==> config.mk <==
export PLATFORM = sky130hd
export DESIGN_NAME = stopwatch_counter
export DESIGN_NICKNAME = d
export VERILOG_FILES = /design/src/rtl/stopwatch_counter.sv
export SDC_FILE = /design/constraint.sdc
export NUM_CORES = 1
export LEC_CHECK = 0
export ABC_AREA = 0
export BUFFER_PORTS_ARGS = -buffer_cell sky130_fd_sc_hd__buf_2
export CAP_MARGIN = 20
export CELL_PAD_IN_SITES_DETAIL_PLACEMENT = 2
export CELL_PAD_IN_SITES_GLOBAL_PLACEMENT = 2
export CORE_ASPECT_RATIO = 0.5
export CORE_MARGIN = 4
export CORE_UTILIZATION = 35
export CTS_CLUSTER_DIAMETER = 60
export DETAILED_ROUTE_END_ITERATION = 8
export PLACE_DENSITY_LB_ADDON = 0.1
export SLEW_MARGIN = 20
export SYNTH_ARGS = -nofsm -noshare
export SYNTH_HDL_FRONTEND = slang
export SYNTH_SLANG_ARGS = --single-unit
export TNS_END_PERCENT = 5
==> constraint.sdc <==
create_clock -name clk -period 1.9 [get_ports clk]
set_input_delay 0.095 -clock clk [delete_from_list [all_inputs] [get_ports clk]]
set_output_delay 0.095 -clock clk [all_outputs]
set_load 0.02 [all_outputs]
==> src/rtl/stopwatch_counter.sv <==
// Stopwatch BCD time-keeping core: counts 100 Hz tick edges into mm:ss.cc
// with a start/pause/lap/clear FSM.
//
// Ports:
//   clk                 system clock, shared with the tick divider
//   rst                 asynchronous reset, active low
//   tick_in             divider output, sampled as data; rising edges count
//   btn_start           one-cycle pulse: start/pause toggle
//   btn_lap             one-cycle pulse: lap freeze/release, clear when paused
//   run                 divider enable, high in RUN and LAP
//   cs_t..min_o         BCD display digits (tens/ones of cs, sec, min)
//   wrap                one-cycle pulse after the full-scale rollover
module stopwatch_counter #(
  parameter int CS_MAX  = 99,
  parameter int SEC_MAX = 59,
  parameter int MIN_MAX = 59
) (
  input  logic       clk,
  input  logic       rst,
  input  logic       tick_in,
  input  logic       btn_start,
  input  logic       btn_lap,
  output logic       run,
  output logic [3:0] cs_t,
  output logic [3:0] cs_o,
  output logic [3:0] sec_t,
  output logic [3:0] sec_o,
  output logic [3:0] min_t,
  output logic [3:0] min_o,
  output logic       wrap
);

  localparam logic [1:0] S_IDLE  = 2'b00;
  localparam logic [1:0] S_RUN   = 2'b01;
  localparam logic [1:0] S_PAUSE = 2'b10;
  localparam logic [1:0] S_LAP   = 2'b11;

  localparam logic [3:0] CS_T_MAX  = 4'(CS_MAX / 10);
  localparam logic [3:0] CS_O_MAX  = 4'(CS_MAX % 10);
  localparam logic [3:0] SEC_T_MAX = 4'(SEC_MAX / 10);
  localparam logic [3:0] SEC_O_MAX = 4'(SEC_MAX % 10);
  localparam logic [3:0] MIN_T_MAX = 4'(MIN_MAX / 10);
  localparam logic [3:0] MIN_O_MAX = 4'(MIN_MAX % 10);

  // Digit order in the packed vectors:
  // [0] cs_o, [1] cs_t, [2] sec_o, [3] sec_t, [4] min_o, [5] min_t
  logic [5:0][3:0] live_q, live_d;
  logic [5:0][3:0] lap_q, lap_d;
  logic [5:0][3:0] inc;
  logic [5:0][3:0] disp;

  logic [1:0] state_q, state_d;
  logic       tick_d_q;
  logic       wrap_q, wrap_d;

  logic tick_pulse;
  logic counting;
  logic count_en;
  logic cap;
  logic clr;
  logic cs_top;
  logic sec_top;
  logic min_top;

  assign tick_pulse = tick_in & ~tick_d_q;

  // Counting looks only at the current state, so a tick coincident with
  // a button counts when leaving RUN/LAP and not when entering RUN.
  assign counting = (state_q == S_RUN) || (state_q == S_LAP);
  assign count_en = tick_pulse & counting;

  assign cs_top  = (live_q[1] == CS_T_MAX)  && (live_q[0] == CS_O_MAX);
  assign sec_top = (live_q[3] == SEC_T_MAX) && (live_q[2] == SEC_O_MAX);
  assign min_top = (live_q[5] == MIN_T_MAX) && (live_q[4] == MIN_O_MAX);

  always_comb begin
    state_d = state_q;
    cap     = 1'b0;
    clr     = 1'b0;
    case (state_q)
      S_IDLE: begin
        if (btn_start) state_d = S_RUN;
      end
      S_RUN: begin
        if (btn_start) begin
          state_d = S_PAUSE;
        end else if (btn_lap) begin
          state_d = S_LAP;
          cap     = 1'b1;
        end
      end
      S_LAP: begin
        if (btn_start) begin
          state_d = S_PAUSE;
        end else if (btn_lap) begin
          state_d = S_RUN;
        end
      end
      S_PAUSE: begin
        if (btn_start) begin
          state_d = S_RUN;
        end else if (btn_lap) begin
          state_d = S_IDLE;
          clr     = 1'b1;
        end
      end
      default: state_d = S_IDLE;
    endcase
  end

  // One-centisecond increment with the full BCD carry chain.
  always_comb begin
    inc = live_q;
    if (cs_top) begin
      inc[1] = 4'd0;
      inc[0] = 4'd0;
      if (sec_top) begin
        inc[3] = 4'd0;
        inc[2] = 4'd0;
        if (min_top) begin
          inc[5] = 4'd0;
          inc[4] = 4'd0;
        end else if (live_q[4] == 4'd9) begin
          inc[4] = 4'd0;
          inc[5] = live_q[5] + 4'd1;
        end else begin
          inc[4] = live_q[4] + 4'd1;
        end
      end else if (live_q[2] == 4'd9) begin
        inc[2] = 4'd0;
        inc[3] = live_q[3] + 4'd1;
      end else begin
        inc[2] = live_q[2] + 4'd1;
      end
    end else if (live_q[0] == 4'd9) begin
      inc[0] = 4'd0;
      inc[1] = live_q[1] + 4'd1;
    end else begin
      inc[0] = live_q[0] + 4'd1;
    end
  end

  always_comb begin
    live_d = live_q;
    if (clr) begin
      live_d = '0;
    end else if (count_en) begin
      live_d = inc;
    end
  end

  // Lap captures the pre-increment value even if a tick lands this cycle.
  always_comb begin
    lap_d = lap_q;
    if (cap) lap_d = live_q;
  end

  assign wrap_d = count_en & cs_top & sec_top & min_top;

  always_ff @(posedge clk or negedge rst) begin
    if (!rst) begin
      state_q  <= S_IDLE;
      live_q   <= '0;
      lap_q    <= '0;
      tick_d_q <= 1'b0;
      wrap_q   <= 1'b0;
    end else begin
      state_q  <= state_d;
      live_q   <= live_d;
      lap_q    <= lap_d;
      tick_d_q <= tick_in;
      wrap_q   <= wrap_d;
    end
  end

  assign disp = (state_q == S_LAP) ? lap_q : live_q;

  assign cs_o  = disp[0];
  assign cs_t  = disp[1];
  assign sec_o = disp[2];
  assign sec_t = disp[3];
  assign min_o = disp[4];
  assign min_t = disp[5];

  assign run  = counting;
  assign wrap = wrap_q;

endmodule
==> results of run 1 <==
-- area by class of cell --
type                       count  area (um2)
tap                          108         135
multi-input combinational    176        1460
sequential                    52        1300
clock buffer                   6         139
inverter                       6        22.5
clock inverter                 2        10.0
fill                         816        4120
timing repair buffer          61         417
-- critical path: stages, from the launching register on --
cell and delay, ns:
dfrtp_1 0.39, inv_1 0.07, ha_1 0.15, and3b_2 0.28, nand3_4 0.16, or4_1 0.59
a21oi_2 0.16
-- registers in the layout, summed over array words and instances, names as in the netlist --
name,flops
state_q,2
lap_q,24
tick_d_q,1
live_q,24
wrap,1
-- report_power, final --
group	internal, mW	total, mW	switching (mW)
logic	0.440	0.994	0.554
registers	1.24	1.34	0.105
clock network	0.521	0.937	0.417
total	2.20	3.27	1.08
-- worst paths after layout --
path	slack, ns	start	cells past startpoint	endpoint
min in group asynchronous	0.36	rst	2	lap_q[15]$_DFFE_PN0P_
max in group asynchronous	0.95	rst	3	state_q[0]$_DFFE_PN0P_
worst max-delay path	0.02	live_q[1]$_DFFE_PN0P_	6	live_q[16]$_DFFE_PN0P_
worst min register to register	0.51	lap_q[7]$_DFFE_PN0P_	1	lap_q[7]$_DFFE_PN0P_
worst min-delay path	0.03	btn_start	2	state_q[0]$_DFFE_PN0P_
worst max register to register	0.02	live_q[1]$_DFFE_PN0P_	6	live_q[16]$_DFFE_PN0P_
-- cell families (layout without fill, tap and decap cells) --
kind of cell	Yosys count	after routing	share of synthesized area
XOR/XNOR	1	1	0.00309
multiplexers	54	54	0.212
buffers and inverters	22	75	0.0384
AND/OR/NAND/NOR	76	76	0.158
AO/OA/AOI/OAI	33	33	0.0759
flip-flops	52	52	0.459
adder cells (fa/ha/maj)	12	12	0.0530
-- metal layers --
metal,vias up,routed length [um]
met2,33,3770
met1,1155,3670
met3,12,251
met5,-,0
met4,0,147
li1,1015,-
-- what timing repair did --
item                                    in CTS  in global routing
gates resized for setup                      0                  9
buffers inserted                             0                  5
hold endpoints to repair                    26                  0
hold buffers                                 2                  0
endpoints found under the setup margin       0                 22
-- synthesized netlist by cell type, types with 6 or more instances --
| master | count | share of area |
|---|---|---|
| a21oi_1 | 12 | 0.021 |
| and3b_1 | 6 | 0.019 |
| clkbuf_1 | 8 | 0.011 |
| dfrtp_1 | 52 | 0.46 |
| ha_1 | 12 | 0.053 |
| inv_1 | 6 | 0.0079 |
| mux2_2 | 49 | 0.19 |
| nand2_1 | 15 | 0.020 |
| nand3_1 | 9 | 0.016 |
| nor2_1 | 10 | 0.013 |
| nor3_1 | 6 | 0.011 |
| o21ai_0 | 7 | 0.012 |
| or3_1 | 6 | 0.013 |
-- stage by stage --
stage,utilization,setup TNS [ns],total power [mW]
6_report,0.458,0,3.27
5_1_grt,0.458,-0.295,3.49
4_1_cts,0.449,0,3.32
3_3_place_gp,0.427,0,2.29
2_1_floorplan,-,0,1.98
3_5_place_dp,0.427,0,2.35
==> out/metrics.cfg, run 1 <==
[worst_setup_path]
crit_fanout = 11
critPathArrivalTime_ns = 2.11
crit_type = reg2reg
critPathRequiredTime_ns = 2.13
start_kind = register
cp-end-kind = register

[timing]
hold_viol = 0
fin_skew_ns = 0.00515
worst_slack_ns = 0.0185
rsz0062_at_grt = true
whs_ns = 0.0281
finalSetupViolCount = 0
min_period_ns = 1.88
fmax_ghz = 0.531
drv_slew = 0
slew_headroom = 0.562
timing.final.crit_share = 0.990
max_slew.worst_pin.slew_ns = 0.657

[power]
ir_drop_uv = 697
p_per_area_nw_per_um2 = 941
p_leak_nw = 1.74

[placement]
portBuffers = 30
dp_slack_ns = 0.0330
gp_congestion = 0.749
place_area_um2 = 3240
dp_hpwl_mm = 5.32
post-place-cells = 396

[floorplanning]
dieArea_um2 = 9690
io_pins = 31
core.rowCount = 22
fp.coreArea_um2 = 7600
start_util = 0.373
die_h_um = 71.6
die_w_um = 135

[clocking]
cts_buffers = 5
cts_max_level = 2
cts_sinks = 52
cts.clk_slew.worst_paths_ns = 0.07
clockBufferDepth = 2
cts_tree = yes
clockRootBuffer = clkbuf_16
insertion_delay_ns = 0.30

[route]
drt_pass1_iterations = 4
avgViaCountPerCell = 5.39
drt_wl_total_mm = 7.84
drtIter0Drc = 54
wl_per_cell_um = 19.1
vias = 2215
ant_nets = 0
drc = 0

[cells_and_area]
final_common_cell = dfrtp_1
fin_cells = 411
fin_nets = 319
antenna_cells = 0
syn_to_final_growth_pct = 22.8
drive_gt1_frac = 0.422
mostFrequentLayoutCells = dfrtp_1 (52), mux2_2 (49), buf_2 (30), buf_4 (26), nand2_1 (15)
fin_area_um2 = 3480

[global_routing]
busiest_layer = met2
grt-ovfl-total = 0
grt_max_degree = 28
track_usage = 0.169
antenna_found_initial = 0
grt_first_pass_wirelength_mm = 12.7
met3_usage = 0.0435
grt.met1_usage = 0.219
grt_pass1_vias = 2423
met2_usage = 0.278

[job]
cap_violations = 0

[yosys]
synth.distinct_cells = 44
synth_area_um2 = 2830
synth-async-reset-ratio = 1.00
synth_area_per_cell_um2 = 11.3
synth_edf_count = 0
synth_seq_area_share = 0.459
synth_flop_cell = dfrtp_1
syn-num-nets = 267
syn_inst = 250
ys_ff_latch = 52
ys_warn_count = 0

[status]
run_status = finished, final reports clean

[min_path]
min_path_type = in2reg

Power figures use the tool's default switching activity.
==> inputs of run 2 (changes only) <==
--- a/config.mk
+++ b/config.mk
@@ -12,7 +12,7 @@
 export CELL_PAD_IN_SITES_GLOBAL_PLACEMENT = 2
 export CORE_ASPECT_RATIO = 0.5
 export CORE_MARGIN = 4
-export CORE_UTILIZATION = 35
+export CORE_UTILIZATION = 42
 export CTS_CLUSTER_DIAMETER = 60
 export DETAILED_ROUTE_END_ITERATION = 8
 export PLACE_DENSITY_LB_ADDON = 0.1
==> constraint.sdc (replaced) <==
create_clock -name clk -period 2.3 [get_ports clk]
set_input_delay 0.115 -clock clk [delete_from_list [all_inputs] [get_ports clk]]
set_output_delay 0.115 -clock clk [all_outputs]
set_load 0.02 [all_outputs]
==> run 2 against run 1 <==
Against the previous run: sequential power shrank 14%; clock-buffer cell count grew 2; setup slack gained 0.13 ns; critical endpoint is now live_q[19]$_DFFE_PN0P_; largest cell class unchanged.
==> out/metrics.cfg, run 2 (synthesis results as in run 1) <==
[route]
drtIter0Drc = 53
drt_pass1_iterations = 4
vias = 2098
avgViaCountPerCell = 5.65
drt_wl_total_mm = 7.97
wl_per_cell_um = 21.5
ant_nets = 0
drc = 0

[timing]
worst_slack_ns = 0.147
max_slew.worst_pin.slew_ns = 0.693
timing.final.crit_share = 0.936
slew_headroom = 0.538
drv_slew = 0
rsz0062_at_grt = false
finalSetupViolCount = 0
fmax_ghz = 0.465
fin_skew_ns = 0.00628
whs_ns = 0.0547
hold_viol = 0
fin_tns_setup_ns = 0
min_period_ns = 2.15

[job]
cap_violations = 0

[placement]
portBuffers = 30
place_area_um2 = 3090
dp_hpwl_mm = 5.38
gp_congestion = 0.786
dp_slack_ns = 0.169
post-place-cells = 361

[cells_and_area]
antenna_cells = 0
fin_cells = 371
area.sequential_um2 = 1300
fin_nets = 299
mostFrequentLayoutCells = dfrtp_1 (52), mux2_2 (49), buf_2 (30), nand2_1 (15)
syn_to_final_growth_pct = 15.1
final_util = 0.517
multi_input_area_um2 = 1430
drive_gt1_frac = 0.353
fin_area_um2 = 3260
final_common_cell = dfrtp_1
num-fill-cells = 645
top_regs = lap_q (24), live_q (24), state_q (2)

[worst_setup_path]
critPathArrivalTime_ns = 2.37
start_kind = register
cp_num_buf_inv = 1
cp_top_family = simple AND/OR/NAND/NOR gates
crit_fanout = 13
crit_slowest_cell = or4_1
critPathRequiredTime_ns = 2.52
crit_type = reg2reg
cp-end-kind = register
crit_chain = inv_1 -> ha_1 -> and3b_2 -> nand3_4 -> or4_1 -> a21oi_1
critical_path.max_stage_delay_ns = 0.59

[global_routing]
grt_first_pass_wirelength_mm = 13.2
grt_pass1_vias = 2441
antenna_found_initial = 0
grt-ovfl-total = 0
track_usage = 0.213
grt_max_degree = 29

[clocking]
clockRootBuffer = clkbuf_16
cts_sinks = 52
cts_tree = yes
cts_max_level = 2
insertion_delay_ns = 0.29
cts.clk_slew.worst_paths_ns = 0.07
post_cts_buffers = 0
clockBufferDepth = 2
cts_buffers = 5

[power]
seq_power_share = 0.438
power_frac_clock = 0.291
ir_drop_uv = 584
p_leak_nw = 1.62
p_per_area_nw_per_um2 = 808
p_switching_uw = 865
internal_power_mw = 1.77
p_total_mw = 2.63
combinationalPowerShare = 0.272
switching_share = 0.328

[status]
run_status = finished, final reports clean

[floorplanning]
core.rowCount = 20
start_util = 0.449
die_w_um = 124
die_h_um = 66.1
io_pins = 31
fp.coreArea_um2 = 6310
dieArea_um2 = 8210

[min_path]
min_path_type = in2reg

## run 2: path summary, 6_finish.rpt
check / startpoint / to / slack, ns / cells past startpoint
setup / recovery: live_q[1]$_DFFE_PN0P_ / live_q[19]$_DFFE_PN0P_ / 0.15 / 6
hold / removal: btn_lap / state_q[1]$_DFFE_PN0P_ / 0.05 / 2
setup reg to reg: live_q[1]$_DFFE_PN0P_ / live_q[19]$_DFFE_PN0P_ / 0.15 / 6
hold reg to reg: lap_q[18]$_DFFE_PN0P_ / lap_q[18]$_DFFE_PN0P_ / 0.51 / 1
max in group asynchronous: rst / lap_q[3]$_DFFE_PN0P_ / 1.32 / 3
min in group asynchronous: rst / lap_q[15]$_DFFE_PN0P_ / 0.39 / 2
## run 2: worst reg2reg max path, delay by kind of cell, from the launching register on
| family | cells | cell delay [ns] |
|---|---|---|
| AOI/OAI and AO/OA | 1 | 0.19 |
| buffers and inverters | 1 | 0.11 |
| DFF | 1 | 0.45 |
| and+or+nand+nor | 3 | 1.18 |
| adders and majority gates | 1 | 0.17 |
## run 2: layout make-up
class,instances,share of cell area
multi-input combinational,176,0.439
sequential,52,0.399
timing repair buffer,41,0.0767
clock buffer,8,0.0449
tap,88,0.0338
inverter,6,0.00691
## run 2: repair_timing
action / 4_1_cts / 5_1_grt
setup endpoints to repair: 0 / 3
hold endpoints to repair: 28 / 0
resized for setup: 0 / 1
hold buffers: 2 / 0
## run 2: metal layers
metal | part of all wire | wire length (um) | up-vias | global-route usage
met4 | 0.011 | 89 | 0 | 0.0464
met1 | 0.45 | 3610 | 1080 | 0.268
met2 | 0.51 | 4050 | 32 | 0.378
met5 | 0 | 0 | - | 0
met3 | 0.028 | 222 | 11 | 0.0436
li1 | - | - | 975 | -
## run 2: power groups by stage
| stage | combinational [mW] | sequential (mW) | clock [mW] |
|---|---|---|---|
| detailed placement | 0.718 | 1.17 | 0 |
| global route | 0.776 | 1.17 | 0.829 |
| finish | 0.715 | 1.15 | 0.765 |
| global placement | 0.678 | 1.15 | 0 |
| CTS | 0.726 | 1.15 | 0.782 |
| floorplan | 0.524 | 1.11 | 0 |
==> inputs of run 3 (changes only) <==
--- a/config.mk
+++ b/config.mk
@@ -12,7 +12,8 @@
 export CELL_PAD_IN_SITES_GLOBAL_PLACEMENT = 2
 export CORE_ASPECT_RATIO = 0.5
 export CORE_MARGIN = 4
-export CORE_UTILIZATION = 42
+export CORE_UTILIZATION = 43
+export CTS_BUF_LIST = sky130_fd_sc_hd__clkbuf_8
 export CTS_CLUSTER_DIAMETER = 60
 export DETAILED_ROUTE_END_ITERATION = 8
 export PLACE_DENSITY_LB_ADDON = 0.1
==> run 3 against run 2 <==
Against the previous run: setup slack better by 0.11 ns; combinational power is 3% higher; non-clock buffer count is 1 higher; die area is 2.1% lower; cell area is 1.3% lower; sequential share of layout area is 0.54 points higher; via count is 1.3% higher; worst hold slack worse by 0.037 ns; core utilization is 0.080 points lower; sequential cell count stayed put; global-route usage is 1.0 points lower; largest cell class unchanged.
==> out/metrics.cfg, run 3 (synthesis results as in run 1) <==
[status]
run_status = finished, final reports clean

[timing]
worst_slack_ns = 0.262
fin_skew_ns = 0.0110
fmax_ghz = 0.491
max_slew.worst_pin.slew_ns = 0.703
finalSetupViolCount = 0
slew_headroom = 0.529
hold_viol = 0
rsz0062_at_grt = false
drv_slew = 0
fin_tns_setup_ns = 0
min_period_ns = 2.04
timing.final.crit_share = 0.886

[clocking]
cts_max_level = 2
cts.clk_slew.worst_paths_ns = 0.10
cts_tree = yes
cts_sinks = 52
clockRootBuffer = clkbuf_8
cts_buffers = 5
ctsHoldBuffers = 2
clockBufferDepth = 2
ctsResizeCount = 0
insertion_delay_ns = 0.32
post_cts_buffers = 0

[floorplanning]
fp.coreArea_um2 = 6230
core.rowCount = 20
io_pins = 31
die_h_um = 65.4
die_w_um = 123
start_util = 0.455
dieArea_um2 = 8030

[worst_setup_path]
critPathRequiredTime_ns = 2.55
cp-end-kind = register
crit_fanout = 13
critPathArrivalTime_ns = 2.29
start_kind = register
cp_num_buf_inv = 0
cp_top_family = simple AND/OR/NAND/NOR gates
crit_slowest_cell = or4b_1
crit_type = reg2reg
critical_path.max_stage_delay_ns = 0.54
crit_chain = ha_1 -> and3b_1 -> nand3_4 -> or4b_1 -> a31oi_1

[global_routing]
antenna_found_initial = 0
track_usage = 0.203
grt_max_degree = 28
grt_first_pass_wirelength_mm = 12.4
grt-ovfl-total = 0
grt_pass1_vias = 2298

[route]
vias = 2125
ant_nets = 0
avgViaCountPerCell = 5.73
drt_pass1_iterations = 4
drtIter0Drc = 84
wl_per_cell_um = 19.7
drc = 0
drt_wl_total_mm = 7.30

[cells_and_area]
final_common_cell = dfrtp_1
mostFrequentLayoutCells = dfrtp_1 (52), mux2_2 (49), buf_2 (30), nand2_1 (15)
antenna_cells = 0
fin_nets = 300
num-fill-cells = 641
drive_gt1_frac = 0.357
area.sequential_um2 = 1300
top_regs = lap_q (24), live_q (24), state_q (2)
syn_to_final_growth_pct = 13.5
multi_input_area_um2 = 1430

[power]
ir_drop_uv = 817
p_per_area_nw_per_um2 = 759
p_leak_nw = 1.60

[placement]
dp_hpwl_mm = 5.25
dp_slack_ns = 0.293
gp_congestion = 0.798
portBuffers = 30

[min_path]
min_path_type = in2reg

[job]
cap_violations = 0

-- run 3: cell count changes in the layout (fill, tap and decap cells not counted), sizes merged --
cell,delta
clkbuf,-1
buf,+1
-- run 3: worst paths after layout --
| path | startpoint | endpoint | slack (ns) | cells after the start |
|---|---|---|---|---|
| setup / recovery | live_q[4]$_DFFE_PN0P_ | live_q[11]$_DFFE_PN0P_ | 0.26 | 5 |
| hold reg to reg | lap_q[4]$_DFFE_PN0P_ | lap_q[4]$_DFFE_PN0P_ | 0.51 | 1 |
| min in group asynchronous | rst | lap_q[18]$_DFFE_PN0P_ | 0.39 | 2 |
| setup reg to reg | live_q[4]$_DFFE_PN0P_ | live_q[11]$_DFFE_PN0P_ | 0.26 | 5 |
| max in group asynchronous | rst | lap_q[3]$_DFFE_PN0P_ | 1.32 | 3 |
| hold / removal | btn_lap | state_q[1]$_DFFE_PN0P_ | 0.02 | 2 |
-- run 3: power by group --
group / internal [mW] / total (mW) / switching (mW)
registers: 1.02 / 1.13 / 0.106
clock network: 0.269 / 0.579 / 0.310
logic: 0.324 / 0.734 / 0.411
-- run 3: cell type report --
type,count,area share
clock buffers,7,0.0299
inverters,6,0.00700
multi-input cells,176,0.444
flip-flops and latches,52,0.405
well taps,88,0.0342
repair buffers,42,0.0801
-- run 3: through the flow --
| stage | util | area (um2) | total power, mW | std cells | hold slack (ns) |
|---|---|---|---|---|---|
| 2_1_floorplan | - | 2830 | 1.63 | 250 | -0.181 |
| 3_3_place_gp | 0.498 | 3100 | 1.84 | 362 | 0.180 |
| 3_5_place_dp | 0.498 | 3100 | 1.89 | 362 | 0.195 |
| 4_1_cts | 0.516 | 3220 | 2.48 | 371 | 0.00284 |
| 5_1_grt | 0.516 | 3220 | 2.61 | 371 | 0.0102 |
| 6_report | 0.516 | 3220 | 2.44 | 371 | 0.0173 |
-- run 3: per-layer routing --
metal / GRT usage / part of all wire
met5: 0 / 0
met4: 0.0460 / 0.0099
met3: 0.0473 / 0.036
met2: 0.342 / 0.47
met1: 0.266 / 0.48
-- run 3: worst register-to-register path, stage by stage (launching register included) --
cell,delay [ns]
dfrtp_1,0.48
ha_1,0.19
and3b_1,0.40
nand3_4,0.20
or4b_1,0.54
a31oi_1,0.17
